<file path="src/rtl/dpi_echo_responder.sv">
// Responder side of the increment request/response exchange: fixed-latency compute
// pipeline feeding an in-order response FIFO, with credit-based request flow control.
module dpi_echo_responder #(
    parameter int unsigned WIDTH   = 32,
    parameter int unsigned DEPTH   = 4,
    parameter int unsigned LATENCY = 2
) (
    input  logic             clk,
    input  logic             rst,
    input  logic             req_valid,
    output logic             req_ready,
    input  logic [1:0]       req_op,
    input  logic [WIDTH-1:0] req_data,
    output logic             resp_valid,
    input  logic             resp_ready,
    output logic [WIDTH-1:0] resp_data,
    output logic             resp_err,
    output logic [15:0]      req_count,
    output logic [7:0]       err_count
);

    localparam int unsigned PW   = (DEPTH > 1) ? $clog2(DEPTH) : 1;
    localparam int unsigned CW   = $clog2(DEPTH + 1);
    localparam int unsigned NSTG = (LATENCY > 1) ? LATENCY - 1 : 1;

    typedef struct packed {
        logic             err;
        logic [WIDTH-1:0] data;
    } resp_t;

    logic              accept;
    logic              pop;
    resp_t             calc_c;
    logic              wr_en;
    resp_t             wr_ent;

    logic [NSTG-1:0]   pv_q, pv_d;
    resp_t             pd_q [NSTG];
    resp_t             pd_d [NSTG];
    resp_t             mem_q [DEPTH];
    logic [PW-1:0]     wr_ptr_q, wr_ptr_d;
    logic [PW-1:0]     rd_ptr_q, rd_ptr_d;
    logic [CW-1:0]     occ_q, occ_d;
    logic [CW-1:0]     used_q, used_d;
    logic              ready_q, ready_d;
    logic              rvalid_q, rvalid_d;
    logic [15:0]       req_cnt_q, req_cnt_d;
    logic [7:0]        err_cnt_q, err_cnt_d;

    assign accept = req_valid & ready_q;
    assign pop    = rvalid_q & resp_ready;

    // Opcode decode and result arithmetic (modulo 2^WIDTH)
    always_comb begin
        calc_c = '0;
        case (req_op)
            2'd0:    calc_c.data = req_data + WIDTH'(1);
            2'd1:    calc_c.data = req_data + WIDTH'(2);
            2'd2:    calc_c.data = req_data;
            default: calc_c.err  = 1'b1;
        endcase
    end

    // Stage 0 captures on accept; the final stage feeds the FIFO write port
    always_comb begin
        pv_d    = '0;
        pv_d[0] = accept;
        for (int unsigned i = 0; i < NSTG; i++) begin
            pd_d[i] = pd_q[i];
        end
        if (accept) begin
            pd_d[0] = calc_c;
        end
        for (int unsigned i = 1; i < NSTG; i++) begin
            pv_d[i] = pv_q[i-1];
            pd_d[i] = pd_q[i-1];
        end
    end

    generate
        if (LATENCY == 1) begin : g_lat1
            assign wr_en  = accept;
            assign wr_ent = calc_c;
        end else begin : g_latn
            assign wr_en  = pv_q[NSTG-1];
            assign wr_ent = pd_q[NSTG-1];
        end
    endgenerate

    // FIFO pointers, occupancy, credits and statistics counters
    always_comb begin
        wr_ptr_d  = wr_ptr_q;
        rd_ptr_d  = rd_ptr_q;
        occ_d     = occ_q;
        used_d    = used_q;
        req_cnt_d = req_cnt_q;
        err_cnt_d = err_cnt_q;

        if (wr_en) begin
            wr_ptr_d = wr_ptr_q + PW'(1);
        end
        if (pop) begin
            rd_ptr_d = rd_ptr_q + PW'(1);
        end

        case ({wr_en, pop})
            2'b10:   occ_d = occ_q + CW'(1);
            2'b01:   occ_d = occ_q - CW'(1);
            default: occ_d = occ_q;
        endcase

        case ({accept, pop})
            2'b10:   used_d = used_q + CW'(1);
            2'b01:   used_d = used_q - CW'(1);
            default: used_d = used_q;
        endcase

        if (accept) begin
            req_cnt_d = req_cnt_q + 16'd1;
            if (req_op == 2'd3 && err_cnt_q != 8'hFF) begin
                err_cnt_d = err_cnt_q + 8'd1;
            end
        end

        // Ready is a registered view of the post-update credit count, so a pop
        // only reopens the request port from the following cycle.
        ready_d  = (used_d < CW'(DEPTH));
        rvalid_d = (occ_d != '0);
    end

    always_ff @(posedge clk or posedge rst) begin
        if (rst) begin
            pv_q      <= '0;
            wr_ptr_q  <= '0;
            rd_ptr_q  <= '0;
            occ_q     <= '0;
            used_q    <= '0;
            ready_q   <= 1'b1;
            rvalid_q  <= 1'b0;
            req_cnt_q <= '0;
            err_cnt_q <= '0;
            for (int unsigned i = 0; i < NSTG; i++) begin
                pd_q[i] <= '0;
            end
            for (int unsigned i = 0; i < DEPTH; i++) begin
                mem_q[i] <= '0;
            end
        end else begin
            pv_q      <= pv_d;
            wr_ptr_q  <= wr_ptr_d;
            rd_ptr_q  <= rd_ptr_d;
            occ_q     <= occ_d;
            used_q    <= used_d;
            ready_q   <= ready_d;
            rvalid_q  <= rvalid_d;
            req_cnt_q <= req_cnt_d;
            err_cnt_q <= err_cnt_d;
            for (int unsigned i = 0; i < NSTG; i++) begin
                pd_q[i] <= pd_d[i];
            end
            if (wr_en) begin
                mem_q[wr_ptr_q] <= wr_ent;
            end
        end
    end

    assign req_ready  = ready_q;
    assign resp_valid = rvalid_q;
    assign resp_data  = mem_q[rd_ptr_q].data;
    assign resp_err   = mem_q[rd_ptr_q].err;
    assign req_count  = req_cnt_q;
    assign err_count  = err_cnt_q;

endmodule

</file>
<file path="config.mk">
export PLATFORM = sky130hd
export DESIGN_NAME = dpi_echo_responder
export DESIGN_NICKNAME = d
export VERILOG_FILES = /design/src/rtl/dpi_echo_responder.sv
export SDC_FILE = /design/constraint.sdc
export NUM_CORES = 1
export LEC_CHECK = 0
export ABC_AREA = 1
export BUFFER_PORTS_ARGS = -buffer_cell sky130_fd_sc_hd__buf_2
export CORE_MARGIN = 2
export CORE_UTILIZATION = 60
export CTS_BUF_LIST = sky130_fd_sc_hd__clkbuf_4
export DETAILED_ROUTE_END_ITERATION = 7
export PLACE_DENSITY = 0.8
export SLEW_MARGIN = 20
export SYNTH_ARGS = -nofsm -noshare
export SYNTH_HDL_FRONTEND = slang
export SYNTH_SLANG_ARGS = --single-unit
</file>
<file path="constraint.sdc">
create_clock -name clk -period 14.45 [get_ports clk]
set_clock_uncertainty 0.2 [all_clocks]
set_input_delay 3.6125 -clock clk [delete_from_list [all_inputs] [get_ports clk]]
set_output_delay 3.6125 -clock clk [all_outputs]
set_load 0.01 [all_outputs]
</file>
# [After elaboration in Yosys (flattened, before gate mapping)]
# Index checks and enable logic that the tools add are counted.
[totals] ff_bits=202 input_bits=38 out_inout_bits=59 word_cells=61
[classes] addsub=10 n_lt_le_gt_ge=4 n_eq_ne=8 mux=10 bitwise_logic=4 n_reduce_logical=6
[ops] op="$bwmux 132" n=1
[ops] op="$mux 33" n=3
[ops] op="$pmux 32 s3" n=1
[ops] op="$bmux 33 s2" n=1
[ops] op="$demux 33 s2" n=1
[ops] op="$add 32x1->32 const B" n=1
[ops] op="$add 32x2->32 const B" n=1
[ops] op="$add 16x1->16 const B" n=1
[ops] op="$pmux 3 s2" n=2
[ops] op="$add 8x1->8 const B" n=1
[ops] op="$eq 2x2->1 const B" n=4
[ops] op="$ne 8x8->1 const B" n=1
[ops] op="$add 3x1->3 const B" n=2
[ops] op="$eq 2x1->1 const B" n=3
[ops] op="$ge 3x3->1 const B" n=2
[ops] op="$not 2->3" n=2
[ops] op="$sub 3x1->3 const B" n=2
[ops] op="$add 2x1->2 const B" n=2
[ops] op="$lt 3x1->1 const B" n=1
[ops] op="$lt 3x3->1 const B" n=1
[ops] op="$reduce_bool 3->1" n=1
[ops] op="$reduce_or 3->1" n=1
[ops] op="$and 1x1->1" n=2
[ops] op="$logic_and 1x1->1" n=2
[ops] op="3 further kinds" n=3

# [Depth between registers and ports, before layout]
[logic_depth] word_depth=6 mapped_depth=11 mapped_depth_nobuf=11

# [Worst setup path before layout]
# OpenSTA, ideal clock, no wires.
[synth_timing] path_kind="in2reg" startpoint="input req_valid" endpoint="register ready_q, in the netlist req_ready" setup_ps=79 arrival_ps=5116 t_required_ps=14171 setup_slack_ps=9055 stages=8 path_buffers=2 path_cell_list="nand2_1 -> buf_6 -> clkbuf_1 -> ha_1 -> fa_1 -> o21ai_0 -> xor2_1 -> inv_1"
[synth_via] elab_chain_cells=4 word_cells_on_any_way=5 classes_between="1 x order compare; 2 x eq/ne; 1 x mux; 1 x bitwise"
[synth_rtl] item="start, declared" line_no="10" source="input logic req_valid,"
[synth_rtl] item="$and 1x1->1 (*)" line_no="50" source="assign accept = req_valid & ready_q;"
[synth_rtl] item="$eq 2x1->1 / $eq 2x2->1 (equally long branches)" line_no="112" source="case ({accept, pop})"
[synth_rtl] item="$pmux 3 s2 (*)" line_no="112"
[synth_rtl] item="via used_d[2]" line_no="44" source="logic [CW-1:0] used_q, used_d;"
[synth_rtl] item="$lt 3x3->1 (*)" line_no="127" source="ready_d = (used_d < CW'(DEPTH));"
[synth_rtl] item="via ready_d" line_no="45" source="logic ready_q, ready_d;"
[synth_rtl] item="end signal, assigned" line_no="154" source="ready_q <= ready_d;"
[synth_rtl] item="end, declared" line_no="45"
# Mark *: on every way through the listed nets, which the timed path passes. The rest lies on a longest branch.
# A chain may end at the register's enable or synchronous reset.

# [Worst setup path in the final report]
[layout_timing] startpoint="register rd_ptr_q[1]" endpoint="output resp_data[17]"
[layout_via] elab_chain_cells=4
[layout_rtl] item="start, declared" line_no="42" source="logic [PW-1:0] rd_ptr_q, rd_ptr_d;"
[layout_rtl] item="start signal, assigned" line_no="151" source="rd_ptr_q <= rd_ptr_d;"
[layout_rtl] item="$not 2->3 (implied by the code)" line_no="169" source="assign resp_data = mem_q[rd_ptr_q].data;"
[layout_rtl] item="$bmux 33 s2" line_no="169"
[layout_rtl] item="$mux 33 (2 in a row)"
[layout_rtl] item="end, declared" line_no="16" source="output logic [WIDTH-1:0] resp_data,"
# No other way between the ends. The select of a mux whose other input is x is not followed.

==> reports/results.tsv <==
metric	value	unit
clk_lat worst skew	640	ps
largest net degree at the start of global routing	142	
Sum Neg Setup Slack	0	ps
ys async rst share	100.0	%
Final Critical Period	6333	ps
Most used DFF post-synth	dfrtp_1	
Detailed Place HPWL	16.75	mm
H-tree depth	2	
share of post-route cells with drive strength above 1	15.85	%
routed vias	9383	
CP Class	reg2out	
clock tree buffer depth	3	
post-CTS resize count	0	
number of remaining DRC errors	0	
placed standard-cell area	11060	µm²
DRT iter0 DRCs	785	
Die W	136.4	µm
critical path startpoint category	flop	
TritonCTS clock tree	yes	
Synthesis Warnings	0	
synthesized area per cell	7.765	µm²
NumNets Final	1498	
number of synthesized flops with an enable pin	0	
CTS buffer count	51	
Setup Viol. Count Final	0	
leading area contributor after synthesis	dfrtp_1	
period utilization	43.83	%
Root Buffer	clkbuf_4	
CP required	10640	ps
# hold bufs at CTS	0	
GPL Wtd Cong	0.9300	
total power	2.218	mW
Least-Margin Pin Slew	1089	ps
fin area	11670	µm²
first-pass GRT wire length	41.83	mm
Mapped Cells	1354	
max-cap violation count	0	
Data arrival, critical path	2520	ps
DR WL/cell	14.98	µm
# rows	48	
initial antenna violation count	1	
outcome	completed	
Fmax achieved	157.9	MHz
HP Class	reg2reg	
Die Ht	136.4	µm
clk slew on worst S/H paths	70	ps
Layout area overhead	10.97	%
count leader, synth	nand2_1	
worst-path fanout max	33	
Mapped Area	10510	µm²
Fin. Hold Viols	0	
initial core utilization	61.00	%
postcts setup bufs	0	
Synth cell types	42	
Total Routing Usage GR	28.28	%
relative slew slack	27.34	%
vias in the first global route	8475	
drt first pass iters	5	
DR vias/cell	5.513	
Detailed Route WL	25.49	mm
RSZ-0062 raised after global routing	no	
total grt overflow	0	
register area share after synthesis	48.09	%
Post-synth top cells	nand2_1 (371), o21ai_0 (232), dfrtp_1 (201)	
post-detailed-route count of antenna-violating nets	0	
maximum VDD drop	0.1400	mV
final hold slack	276.1	ps
syn_nets	1404	
port buffer count	96	
CTS sink count	202	
top cell type's share of synthesized area	47.84	%
P per Cell Area	190.1	nW/µm²
Filler Cell Count	1461	
top post-synthesis cells by area	dfrtp_1 (48%), nand2_1 (13%), o21ai_0 (11%)	
FF+latch count, synth	202	
IO Pins	97	
fin. max-slew vios	0	
die area	18600	µm²
core footprint	17240	µm²
static leakage	5.814	nW
CP Capture Type	primary output	
-- per-stage QoR --
step | utilization (%) | instances | setup slack (ps)
after floorplan | - | 1354 | 5128
after global placement | 64.18 | 1620 | 8609
after detailed placement | 64.18 | 1620 | 8562
after CTS | 67.59 | 1701 | 8109
after global routing | 67.69 | 1702 | 7935
final | 67.69 | 1702 | 8117
-- report_power, final --
| group | leakage, nW | switching (mW) | internal (mW) | total (mW) |
|---|---|---|---|---|
| combinational | 2.83 | 0.557 | 0.297 | 0.854 |
| sequential | 2.62 | 0.123 | 0.790 | 0.913 |
| clock | 0.365 | 0.217 | 0.234 | 0.451 |
| total | 5.81 | 0.898 | 1.32 | 2.22 |
-- critical path: stages (launching register included) --
cell     delay [ps]
dfrtp_1         380
inv_1           790
o21ai_0         280
o22ai_1         250
buf_2           180
-- area by class of cell --
cell class | instances | area [µm²] | area share (%)
diodes | 1 | 2.502 | 0.02145
repair buffers | 102 | 525.5 | 4.504
clock buffers | 75 | 563.0 | 4.826
well taps | 225 | 281.5 | 2.413
flip-flops and latches | 202 | 5057 | 43.35
clock inverters | 6 | 23.77 | 0.2038
multi-input cells | 978 | 4782 | 40.99
inverters | 113 | 431.7 | 3.700
-- flip-flops by register name, summed over array words and instances, names as in the netlist, 2 cells and up --
signal	count
mem_q	132
req_count	16
rd_ptr_q	2
used_q	3
err_count	8
occ_q	3
pd_q	33
wr_ptr_q	2
-- worst paths after layout --
kind / start / endpoint / slack (ps) / depth (start not counted)
min in group asynchronous: rst / pd_q[8] / 2940 / 2
max in group asynchronous: rst / rd_ptr_q[0] / 9640 / 3
min: mem_q[91] / mem_q[91] / 280 / 2
max: rd_ptr_q[1] / resp_data[17] / 8120 / 4
min reg2reg: mem_q[91] / mem_q[91] / 280 / 2
max reg2reg: req_ready / req_ready / 11750 / 6
-- cells in the final DEF (no fill, tap or decap), types with 11 or more instances in the layout --
master,netlist,routed
nand2_1,371,367
o21ai_0,232,232
dfrtp_1,201,200
nor2_1,125,124
inv_1,110,108
buf_2,9,96
clkbuf_4,0,75
nand3_1,74,74
o22ai_1,33,33
o21ai_1,26,26
xor2_1,19,19
a21oi_1,15,15
nor2_4,11,11
-- cell families (layout without fill, tap and decap cells) --
logic type                 count (synthesis)  count (layout)  synth area share (%)
adders and majority gates                 12              12                 1.571
muxes                                      1               1                0.1071
AOI/OAI and AO/OA                        311             311                 15.33
DFF                                      202             202                 48.09
and+or+nand+nor                          625             625                 25.80
buffers and inverters                    174             296                 6.688
xor gates and xnor gates                  29              29                 2.416
other                                      0               1                     0
-- routing by layer --
metal | routed length, µm | GRT usage (%)
met5 | 0 | 0
met1 | 11710 | 41.91
met4 | 627 | 9.433
met2 | 11540 | 42.91
met3 | 1617 | 4.101
Note: power is estimated with default switching activity, not from simulation.
